<file path="src/rtl/result_pkg.sv">
// -----------------------------------------------------------------------------
// result_pkg
// Shared definitions for the result scoreboard:
//   - kind_e      : record classification (PROGRESS / WIN / SHARED / DRAW)
//   - MAX_PLAYERS : widest winner mask the classifier accepts
//   - classify()  : combinational classification of a winner mask
//   - leader_w()  : width of the LEADER index for a given player count
// -----------------------------------------------------------------------------
package result_pkg;

   typedef enum logic [1:0] {
      KIND_PROGRESS = 2'd0,
      KIND_WIN      = 2'd1,
      KIND_SHARED   = 2'd2,
      KIND_DRAW     = 2'd3
   } kind_e;

   localparam int MAX_PLAYERS = 8;

   // Bits at or above n_players are ignored, so callers may zero-extend.
   function automatic kind_e classify(input logic [MAX_PLAYERS-1:0] winner,
                                      input int                     n_players);
      int ones;
      ones = 0;
      for (int i = 0; i < MAX_PLAYERS; i++) begin
         if ((i < n_players) && winner[i]) ones++;
      end
      if (ones == 0)              return KIND_PROGRESS;
      else if (ones == 1)         return KIND_WIN;
      else if (ones == n_players) return KIND_DRAW;
      else                        return KIND_SHARED;
   endfunction

   function automatic int leader_w(input int n);
      return (n > 2) ? $clog2(n) : 1;
   endfunction

endpackage

</file>
<file path="src/rtl/result_scoreboard_if.sv">
// -----------------------------------------------------------------------------
// result_scoreboard_if
// Result input stream and record output stream of the scoreboard.
//   IN_VALID / IN_WINNER / IN_PICK         : one result sample per valid cycle
//   OUT_VALID / OUT_READY                   : record FIFO head handshake
//   OUT_ROUND / OUT_KIND / OUT_WINNER / OUT_PICK : head record fields
// master = producer/consumer side, slave = scoreboard side.
// -----------------------------------------------------------------------------
interface result_scoreboard_if
   import result_pkg::*;
#(
   parameter int N_PLAYERS = 3,
   parameter int RND_W     = 16
) ();

   logic                 IN_VALID;
   logic [N_PLAYERS-1:0] IN_WINNER;
   logic [N_PLAYERS-1:0] IN_PICK;
   logic                 OUT_VALID;
   logic                 OUT_READY;
   logic [RND_W-1:0]     OUT_ROUND;
   kind_e                OUT_KIND;
   logic [N_PLAYERS-1:0] OUT_WINNER;
   logic [N_PLAYERS-1:0] OUT_PICK;

   modport master (
      output IN_VALID, IN_WINNER, IN_PICK, OUT_READY,
      input  OUT_VALID, OUT_ROUND, OUT_KIND, OUT_WINNER, OUT_PICK
   );

   modport slave (
      input  IN_VALID, IN_WINNER, IN_PICK, OUT_READY,
      output OUT_VALID, OUT_ROUND, OUT_KIND, OUT_WINNER, OUT_PICK
   );

endinterface

</file>
<file path="src/rtl/result_fifo.sv">
// -----------------------------------------------------------------------------
// result_fifo
// Synchronous FIFO with valid/ready read side and 1-cycle write-to-read
// latency.
//   CLK, RST (async, active-high)
//   i_push, i_data        : write request / data (no back-pressure)
//   o_valid, i_ready      : head valid / consumer accept
//   o_data                : head entry
//   o_level               : occupancy
//   o_drop                : push refused this cycle (full, no pop)
// A push into a full FIFO is accepted when a pop happens in the same cycle.
// -----------------------------------------------------------------------------
module result_fifo #(
   parameter int WIDTH = 8,
   parameter int DEPTH = 4
) (
   input  logic                   CLK,
   input  logic                   RST,
   input  logic                   i_push,
   input  logic [WIDTH-1:0]       i_data,
   output logic                   o_valid,
   input  logic                   i_ready,
   output logic [WIDTH-1:0]       o_data,
   output logic [$clog2(DEPTH):0] o_level,
   output logic                   o_drop
);

   localparam int AW = $clog2(DEPTH);

   logic [WIDTH-1:0] r_mem [DEPTH];
   logic [AW:0]      r_wptr;
   logic [AW:0]      r_rptr;
   logic             w_empty;
   logic             w_full;
   logic             w_pop;
   logic             w_wr;

   // Extra MSB on each pointer separates full from empty.
   assign w_empty = (r_wptr == r_rptr);
   assign w_full  = (r_wptr[AW] != r_rptr[AW]) &&
                    (r_wptr[AW-1:0] == r_rptr[AW-1:0]);
   assign w_pop   = !w_empty && i_ready;
   assign w_wr    = i_push && (!w_full || w_pop);

   assign o_valid = !w_empty;
   assign o_data  = r_mem[r_rptr[AW-1:0]];
   assign o_level = r_wptr - r_rptr;
   assign o_drop  = i_push && w_full && !w_pop;

   // When full with a simultaneous pop, the write slot equals the head slot;
   // the head has already been consumed this cycle, so overwriting it is safe.
   always_ff @(posedge CLK) begin
      if (w_wr) r_mem[r_wptr[AW-1:0]] <= i_data;
   end

   always_ff @(posedge CLK or posedge RST) begin
      if (RST) begin
         r_wptr <= '0;
         r_rptr <= '0;
      end else begin
         if (w_wr)  r_wptr <= r_wptr + 1'b1;
         if (w_pop) r_rptr <= r_rptr + 1'b1;
      end
   end

endmodule

</file>
<file path="src/rtl/result_scoreboard.sv">
// -----------------------------------------------------------------------------
// result_scoreboard
// Classifies each result sample, keeps saturating per-player win counters,
// a registered leader index and a free-running round number, and queues one
// record {round, kind, winner, pick} per sample in a FIFO.
//   CLK, RST (async, active-high)
//   bus        : result input / record output streams (result_scoreboard_if)
//   CLR_STATS  : synchronous clear of counters, round, leader and overflow
//   WIN_CNT    : packed counters, player i at [i*CNT_W +: CNT_W]
//   LEADER     : lowest index holding the maximum count
//   OVERFLOW   : sticky, a record was dropped on a full FIFO
//   LEVEL      : FIFO occupancy
// -----------------------------------------------------------------------------
module result_scoreboard
   import result_pkg::*;
#(
   parameter int N_PLAYERS = 3,
   parameter int CNT_W     = 8,
   parameter int RND_W     = 16,
   parameter int DEPTH     = 4
) (
   input  logic                            CLK,
   input  logic                            RST,
   result_scoreboard_if.slave              bus,
   input  logic                            CLR_STATS,
   output logic [N_PLAYERS*CNT_W-1:0]      WIN_CNT,
   output logic [leader_w(N_PLAYERS)-1:0]  LEADER,
   output logic                            OVERFLOW,
   output logic [$clog2(DEPTH):0]          LEVEL
);

   localparam int               LDR_W   = leader_w(N_PLAYERS);
   localparam int               REC_W   = RND_W + 2 + 2*N_PLAYERS;
   localparam logic [CNT_W-1:0] CNT_MAX = '1;

   logic [CNT_W-1:0]       r_cnt [N_PLAYERS];
   logic [RND_W-1:0]       r_round;
   logic [LDR_W-1:0]       r_leader;
   logic                   r_overflow;

   logic [MAX_PLAYERS-1:0] w_win_ext;
   kind_e                  w_kind;
   logic                   w_scoring;
   logic [RND_W-1:0]       w_round_base;
   logic [REC_W-1:0]       w_rec_in;
   logic [REC_W-1:0]       w_rec_out;
   logic [1:0]             w_kind_raw;
   logic                   w_drop;
   logic [LDR_W-1:0]       w_best_idx;
   logic [CNT_W-1:0]       w_best_cnt;

   always_comb begin
      w_win_ext                = '0;
      w_win_ext[N_PLAYERS-1:0] = bus.IN_WINNER;
   end

   assign w_kind    = classify(w_win_ext, N_PLAYERS);
   assign w_scoring = bus.IN_VALID && ((w_kind == KIND_WIN) || (w_kind == KIND_SHARED));

   // A clear in the same cycle as a push makes that record carry round 0.
   assign w_round_base = CLR_STATS ? '0 : r_round;
   assign w_rec_in     = {w_round_base, w_kind, bus.IN_WINNER, bus.IN_PICK};

   result_fifo #(
      .WIDTH (REC_W),
      .DEPTH (DEPTH)
   ) u_fifo (
      .CLK     (CLK),
      .RST     (RST),
      .i_push  (bus.IN_VALID),
      .i_data  (w_rec_in),
      .o_valid (bus.OUT_VALID),
      .i_ready (bus.OUT_READY),
      .o_data  (w_rec_out),
      .o_level (LEVEL),
      .o_drop  (w_drop)
   );

   assign {bus.OUT_ROUND, w_kind_raw, bus.OUT_WINNER, bus.OUT_PICK} = w_rec_out;
   assign bus.OUT_KIND = kind_e'(w_kind_raw);

   // Round advances on every push attempt, including dropped ones.
   always_ff @(posedge CLK or posedge RST) begin
      if (RST) r_round <= '0;
      else     r_round <= w_round_base + RND_W'(bus.IN_VALID);
   end

   always_ff @(posedge CLK or posedge RST) begin
      if (RST) begin
         for (int i = 0; i < N_PLAYERS; i++) r_cnt[i] <= '0;
      end else if (CLR_STATS) begin
         for (int i = 0; i < N_PLAYERS; i++) r_cnt[i] <= '0;
      end else if (w_scoring) begin
         for (int i = 0; i < N_PLAYERS; i++) begin
            if (bus.IN_WINNER[i] && (r_cnt[i] != CNT_MAX)) r_cnt[i] <= r_cnt[i] + 1'b1;
         end
      end
   end

   // Strict compare keeps the lowest index on ties.
   always_comb begin
      w_best_idx = '0;
      w_best_cnt = r_cnt[0];
      for (int i = 1; i < N_PLAYERS; i++) begin
         if (r_cnt[i] > w_best_cnt) begin
            w_best_cnt = r_cnt[i];
            w_best_idx = LDR_W'(i);
         end
      end
   end

   always_ff @(posedge CLK or posedge RST) begin
      if (RST)            r_leader <= '0;
      else if (CLR_STATS) r_leader <= '0;
      else                r_leader <= w_best_idx;
   end

   always_ff @(posedge CLK or posedge RST) begin
      if (RST)            r_overflow <= 1'b0;
      else if (CLR_STATS) r_overflow <= 1'b0;
      else if (w_drop)    r_overflow <= 1'b1;
   end

   for (genvar g = 0; g < N_PLAYERS; g++) begin : g_cnt
      assign WIN_CNT[g*CNT_W +: CNT_W] = r_cnt[g];
   end

   assign LEADER   = r_leader;
   assign OVERFLOW = r_overflow;

endmodule

</file>
<file path="src/flat_wrapper.sv">
// flat-port wrapper written by rule: the top's interface ports become plain ports
module result_scoreboard_flat import result_pkg::*;
#(
   parameter int N_PLAYERS = 3,
   parameter int CNT_W     = 8,
   parameter int RND_W     = 16,
   parameter int DEPTH     = 4
)
  (CLK, RST, CLR_STATS, WIN_CNT, LEADER, OVERFLOW, LEVEL, bus_IN_VALID, bus_IN_WINNER, bus_IN_PICK, bus_OUT_READY, bus_OUT_VALID, bus_OUT_ROUND, bus_OUT_KIND, bus_OUT_WINNER, bus_OUT_PICK);
  result_scoreboard_if #(.N_PLAYERS(N_PLAYERS), .RND_W(RND_W)) bus_i ();
  input  logic CLK;
  input  logic RST;
  input  logic CLR_STATS;
  output logic [N_PLAYERS*CNT_W-1:0] WIN_CNT;
  output logic [leader_w(N_PLAYERS)-1:0] LEADER;
  output logic OVERFLOW;
  output logic [$clog2(DEPTH):0] LEVEL;
  input wire logic [$bits(bus_i.IN_VALID)-1:0] bus_IN_VALID;
  input wire logic [$bits(bus_i.IN_WINNER)-1:0] bus_IN_WINNER;
  input wire logic [$bits(bus_i.IN_PICK)-1:0] bus_IN_PICK;
  input wire logic [$bits(bus_i.OUT_READY)-1:0] bus_OUT_READY;
  output wire logic [$bits(bus_i.OUT_VALID)-1:0] bus_OUT_VALID;
  output wire logic [$bits(bus_i.OUT_ROUND)-1:0] bus_OUT_ROUND;
  output wire logic [$bits(bus_i.OUT_KIND)-1:0] bus_OUT_KIND;
  output wire logic [$bits(bus_i.OUT_WINNER)-1:0] bus_OUT_WINNER;
  output wire logic [$bits(bus_i.OUT_PICK)-1:0] bus_OUT_PICK;
  assign bus_i.IN_VALID = bus_IN_VALID;
  assign bus_i.IN_WINNER = bus_IN_WINNER;
  assign bus_i.IN_PICK = bus_IN_PICK;
  assign bus_i.OUT_READY = bus_OUT_READY;
  assign bus_OUT_VALID = bus_i.OUT_VALID;
  assign bus_OUT_ROUND = bus_i.OUT_ROUND;
  assign bus_OUT_KIND = bus_i.OUT_KIND;
  assign bus_OUT_WINNER = bus_i.OUT_WINNER;
  assign bus_OUT_PICK = bus_i.OUT_PICK;
  result_scoreboard #(.N_PLAYERS(N_PLAYERS), .CNT_W(CNT_W), .RND_W(RND_W), .DEPTH(DEPTH)) u_core (.CLK(CLK), .RST(RST), .bus(bus_i), .CLR_STATS(CLR_STATS), .WIN_CNT(WIN_CNT), .LEADER(LEADER), .OVERFLOW(OVERFLOW), .LEVEL(LEVEL));
endmodule
</file>
<file path="config.mk">
export PLATFORM = sky130hd
export DESIGN_NAME = result_scoreboard_flat
export DESIGN_NICKNAME = d
export VERILOG_FILES = /design/src/rtl/result_pkg.sv /design/src/rtl/result_scoreboard_if.sv /design/src/rtl/result_fifo.sv /design/src/rtl/result_scoreboard.sv /design/src/flat_wrapper.sv
export SDC_FILE = /design/constraint.sdc
export NUM_CORES = 1
export LEC_CHECK = 0
export ABC_AREA = 0
export CAP_MARGIN = 20
export CORE_MARGIN = 5
export CORE_UTILIZATION = 55
export DETAILED_ROUTE_END_ITERATION = 16
export PLACE_DENSITY = 0.76
export RECOVER_POWER = 100
export SLEW_MARGIN = 30
export SYNTH_ARGS = -nofsm -noshare
export SYNTH_HDL_FRONTEND = slang
export SYNTH_SLANG_ARGS = --single-unit
</file>
<file path="constraint.sdc">
create_clock -name CLK -period 3.6 [get_ports CLK]
set_input_delay 0.72 -clock CLK [delete_from_list [all_inputs] [get_ports CLK]]
set_output_delay 0.72 -clock CLK [all_outputs]
set_load 0.02 [all_outputs]
</file>
* Yosys cells after proc, flatten, opt, wreduce, memory -nomap -nowiden *
Memory sizes are Yosys's and may differ from the RTL's.
Index checks and enable logic that the tools add are counted.

cells by class
  add/sub/neg operators = 9
  $lt $le $gt $ge = 2
  eq/ne operators = 10
  muxes and demuxes = 20
  reductions and logical operators = 23

operators with widths
  cell                     number
  $add A32 B2 Y32 const B  2
  $mux W32                 2
  $mux W24                 2
  $eq A32 B2 Y1 const B    1
  $eq A32 B3 Y1 const B    1
  $logic_not A32 Y1        1
  $mux W8                  4
  $add A8 B1 Y8 const B    3
  $ne A8 B8 Y1 const B     3
  $add A16 B1 Y16          1
  $gt A8 B8 Y1             2
  $mux W16                 1
  $reduce_bool A2 Y1       5
  $logic_and A1 B1 Y1      9
  $mux W2                  4
  $mux W1                  7
  $add A3 B1 Y3 const B    2
  $reduce_and A2 Y1        3
  $eq A3 B3 Y1             1
  $logic_not A1 Y1         3
  $sub A3 B3 Y3            1
  $eq A2 B1 Y1 const B     1
  $eq A2 B2 Y1             1
  $eq A2 B2 Y1 const B     1
  2 further kinds          3

word-level totals
  bits in registers = 49
  RAM bits = 96
  input bits = 11
  output and inout port bits = 55
  memories = 1

memories
  memory               depth  width  read ports  clocked after Yosys merged registers in  wr ports  line               text
  u_core.u_fifo.r_mem  4      24     1           0                                        1         result_fifo.sv:30  logic [WIDTH-1:0] r_mem [DEPTH];

* Depth between registers and ports, before layout *
  depth in word-level cells = 14
  depth in mapped cells = 14
  depth with buffers taken out = 13

* By module *
A second synthesis with hierarchy kept.

second synthesis, totals
  cell total of the unflattened synthesis = 446
  area total of the unflattened synthesis = 6,533.8 sq um

modules (own cells, without submodules)
  module             times used  cells each  area each (sq um)  seq. area each (sq um)
  result_fifo        1           174         3,941.3            3,032.9
  result_scoreboard  1           272         2,592.5            1,076.0

* Worst setup path before layout *
OpenSTA, ideal clock, no wires.

  path kind = register -> register
  start = reg u_core.u_fifo.r_rptr[1]
  end = mem u_core.u_fifo.r_mem[3][0] in the netlist's numbering, enable pin
  arrival = 2,440 ps
  path slack = 776 ps
  cell stages (with the launch flop) = 9
  path buffers = 2
  path through = dfrtp_1 > clkbuf_1 > clkbuf_1 > inv_1 > ha_1 > nand2_1 > nor3_1 > nor2b_1 > and2_1

between the ends
  cells in the longest elaborated chain, start to end = 7
  elaborated cells on any way between the ends = 10
  those cells by class = 2 x eq/ne; 2 x mux; 6 x reduce/logical

ends and longest elaborated chain
  what                                                     line                                  text
  start: declaration                                       result_fifo.sv:32                     logic [AW:0] r_rptr;
  start signal: assignment                                 result_fifo.sv:62                     if (w_pop) r_rptr <= r_rptr + 1'b1;
  $eq A3 B3 Y1 or $eq A2 B2 Y1 (tied branches)             result_fifo.sv:39, result_fifo.sv:41
  $logic_not A1 Y1 or $logic_and A1 B1 Y1 (tied branches)  result_fifo.sv:42, result_fifo.sv:40
  $logic_and A1 B1 Y1 or $logic_not A1 Y1 (tied branches)  result_fifo.sv:42, result_fifo.sv:43
  $logic_or A1 B1 Y1 (*)                                   result_fifo.sv:43                     assign w_wr = i_push && (!w_full || w_pop);
  $logic_and A1 B1 Y1 (*)                                  result_fifo.sv:43
  $mux W1 (*)                                              result_fifo.sv:53                     if (w_wr) r_mem[r_wptr[AW-1:0]] <= i_data;
  $mux W1 (implied by the code) (*)                        result_fifo.sv:53
  end: declaration                                         result_fifo.sv:30

Every way passes the cells marked *; elsewhere a longest branch is shown, timed or not.

* Final worst setup path *
  start = reg u_core.u_fifo.r_rptr[0]
  end = out bus_OUT_ROUND[7]

between the ends
  cells in the longest elaborated chain, start to end = 1

ends and longest elaborated chain
  what              line                text
  $mem_v2 Z4 W24    --
  end: declaration  flat_wrapper.sv:23  output wire logic [$bits(bus_i.OUT_ROUND)-1:0] bus_OUT_ROUND;

Every way passes these cells.

==> impl_metrics.ini <==
[setup_path]
cp.arrival_ns = 2.60
crit_start = u_core.u_fifo.r_rptr[0]
setup.worst_path.end = bus_OUT_ROUND[7]
worst-path-buf-inv = 2
required_time_at_the_endpoint_of_the_critical_path_ns = 2.88
timing.critical_path.fanout_max = 17
setup.worst_path.class = flip-flop to primary output
timing.critical_path.max_delay_family = buffers and inverters
regToRegEndpoint = u_core.LEADER[0]
timing.reg2reg.worst_path_depth = 13
max_stage_delay_ns = 0.72
rr_startpoint = u_core.WIN_CNT[5]
timing.critical_path.cells = buf_4, mux4_2, clkdlybuf4s50_1
critical_path.startpoint_type = flip-flop
timing.critical_path.depth = 3
crit_slowest_cell = sky130_fd_sc_hd__dfrtp_2
rrSetupSlack_ns = 0.47
end_kind = primary output

[clock_tree]
cts_max_path_buffers = 2
postCtsHoldBufs = 0
root_driver = sky130_fd_sc_hd__clkbuf_16
postCtsSetupRepairBufs = 0
cts_sinks = 145
cts.reportedPaths.clkPinSlew_ns = 0.06
insertion_delay_ns = 0.41
tritoncts.num_buffers = 17
htreeDepth = 4
tritoncts = built
cts_repair_resize_count = 0

[placed_design]
placed_instance_area_um2 = 7420
place_hpwl_mm = 8.54
numPlacedInstances = 670
gp_congestion = 0.848
pre_cts_ws_ns = 0.135
io_buffer_count = 65

[drt]
wl_per_cell_um = 18.5
detail-route-antenna-nets = 0
dr_total_vias = 4105
drt_first_iter_violations = 293
drt_pre_antenna_iters = 5
remaining_drc_errors = 0
routed_wl_mm = 13.0
post_drt_via_cell_ratio = 5.85

[power]
internal-power_mw = 4.26
clock_power_share = 0.322
finalPower_mw = 6.01
sequentialPowerShare = 0.377
total_leakage_power_nw = 3.11
switching_power_mw = 1.75
combinationalPowerShare = 0.302
switching_share = 0.291
cellPowerDensity_nw_per_um2 = 744
vdd_ir_drop_max_v = 0.000419

[floorplan]
fp.dieH_um = 119
core_area_um2 = 11900
floorplan.initialDensity = 0.554
num_rows = 40
die_area_um2 = 14200
num_io_pins = 66
die_x_um = 119

[grt]
grt_max_degree = 47
overflow = 0
gr-usage-met2 = 0.318
grt_use_total = 0.196
antenna_found_initial = 0
gr-usage-met1 = 0.250
vias_in_the_first_global_route = 4246
grtUsageMet3 = 0.0527
grt_most_used_layer = met2
grt_first_pass_wirelength_mm = 21.6

[timing]
rsz0062_at_grt = no
headroom_to_the_max_slew_limit = 0.119
finalClockSkew_ns = 0.00838
finalSetupTns_ns = 0
achievable-frequency_mhz = 301
final.period_utilization = 0.923
worst-slew-pin-transition_ns = 1.32
final-hold-violation-count = 0
postLayoutSetupSlackWorst_ns = 0.278
timing.final.max_slew_violations = 0
hold-worst-slack_ns = 0.489
setup_viol_count_final = 0
finalCriticalPeriod_ns = 3.32

[finish]
final_nets = 583
flow.area_growth_from_synthesis_pct = 22.9
finalInstanceArea_um2 = 8070
finish.utilization = 0.680
drive_gt1_frac = 0.126
antenna_cells = 0
fin_cells = 702

[synthesis]
fraction_of_the_yosys_area_taken_by_sequential_cells = 0.626
post-synth-top-area-fraction = 0.439
prevailing_post_synth_register_cell = sky130_fd_sc_hd__edfxtp_1
ys_ff_latch = 145
syn-num-nets = 502
synth_top_cells_by_count = sky130_fd_sc_hd__edfxtp_1 (96), sky130_fd_sc_hd__dfrtp_1 (49), sky130_fd_sc_hd__nor2_1 (39), sky130_fd_sc_hd__ha_1 (28)
synth-compound-area-share = 0.0440
synthesis.yosys.warnings = 0
mapped_cell_area_um2 = 6570
synth_top_area_cells = sky130_fd_sc_hd__edfxtp_1 (44%), sky130_fd_sc_hd__dfrtp_1 (19%), sky130_fd_sc_hd__mux4_2 (8.2%)
postSynthAreaPerCell_um2 = 14.2
yosys.area.top_type = sky130_fd_sc_hd__edfxtp_1
synth_most_common_cell = sky130_fd_sc_hd__edfxtp_1
synthMuxAreaShare = 0.0888
synth-edff-count = 96
synth_cell_types = 45
synth_simple_gate_area_frac = 0.111
combinational_family_with_the_most_area_after_synthesis = simple AND/OR/NAND/NOR gates
yosys.area_share.xor_xnor = 0.0494
ys_async_sr_fraction = 0.338
synthesis.instances = 461
yosys.area_share.adder = 0.0595

[flow_run]
maxCapViolCount = 0

[worst_hold_path]
hold_path.class = flip-flop to flip-flop

[outcome]
outcome = complete, no violations
-- power groups by stage --
stage	Combinational (mW)	Clock, mW	Sequential, mW
finish	1.81	1.93	2.26
global route	1.95	2.03	2.31
CTS	1.93	1.97	2.27
detailed placement	1.93	0	2.30
global placement	1.88	0	2.28
floorplan	1.20	0	2.23
-- layout make-up --
class / instances / area (um^2)
Multi-Input combinational cell: 281 / 2300
Clock buffer: 25 / 527
Tap cell: 147 / 184
Fill cell: 812 / 3790
Timing Repair Buffer: 77 / 727
Clock inverter: 7 / 143
Sequential cell: 145 / 4110
Inverter: 20 / 75.1
-- per-layer routing --
layer | vias to the layer above | routed length, um
li1 | 1894 | -
met1 | 2056 | 5520
met2 | 132 | 6540
met3 | 23 | 704
met4 | 0 | 228
met5 | - | 0
-- registers in the layout, summed over array words and instances (netlist names) --
signal and cells:
u_core.OVERFLOW 1, u_core.u_fifo.r_wptr 3, u_core.LEADER 2, u_core.WIN_CNT 24
u_core.u_fifo.r_rptr 3, u_core.r_round 16, u_core.u_fifo.r_mem 96
-- kinds of logic after synthesis --
kind of cell    count (synthesis)
simple gates                  141
xor+xnor                       37
compound gates                 45
fa+ha+maj                      30
buf+inv                        35
flops                         145
mux                            28
-- placed cells by master, fill, tap and decap left out, types with 4 or more instances in the layout --
master / instances
sky130_fd_sc_hd__a21oi_1: 18
sky130_fd_sc_hd__and2_0: 4
sky130_fd_sc_hd__and2b_1: 4
sky130_fd_sc_hd__and3_1: 5
sky130_fd_sc_hd__buf_4: 7
sky130_fd_sc_hd__bufinv_16: 4
sky130_fd_sc_hd__clkbuf_16: 18
sky130_fd_sc_hd__clkbuf_2: 4
sky130_fd_sc_hd__clkbuf_8: 5
sky130_fd_sc_hd__clkdlybuf4s50_1: 13
sky130_fd_sc_hd__dfrtp_1: 48
sky130_fd_sc_hd__dlygate4sd3_1: 52
sky130_fd_sc_hd__edfxtp_1: 96
sky130_fd_sc_hd__ha_1: 28
sky130_fd_sc_hd__inv_1: 20
sky130_fd_sc_hd__mux4_2: 24
sky130_fd_sc_hd__nand2_1: 16
sky130_fd_sc_hd__nand3_1: 20
sky130_fd_sc_hd__nand4_1: 8
sky130_fd_sc_hd__nor2_1: 40
sky130_fd_sc_hd__nor2b_1: 13
sky130_fd_sc_hd__nor3_1: 15
sky130_fd_sc_hd__nor4_1: 7
sky130_fd_sc_hd__o21ai_0: 6
sky130_fd_sc_hd__o221ai_1: 7
sky130_fd_sc_hd__xnor2_1: 24
sky130_fd_sc_hd__xor2_1: 13
-- worst min-delay path by stage --
stage	startpoint	endpoint	slack, ns	depth (start not counted)
floorplan	u_core.u_fifo.r_wptr[2]	u_core.u_fifo.r_wptr[2]	0.46	1
global placement	u_core.u_fifo.r_wptr[2]	u_core.u_fifo.r_wptr[2]	0.48	1
detailed placement	u_core.u_fifo.r_wptr[2]	u_core.u_fifo.r_wptr[2]	0.48	1
CTS	u_core.u_fifo.r_wptr[2]	u_core.u_fifo.r_wptr[2]	0.49	1
global route	u_core.u_fifo.r_wptr[2]	u_core.u_fifo.r_wptr[2]	0.53	1
finish	u_core.u_fifo.r_wptr[2]	u_core.u_fifo.r_wptr[2]	0.49	1
Note: power is estimated with default switching activity, not from simulation.
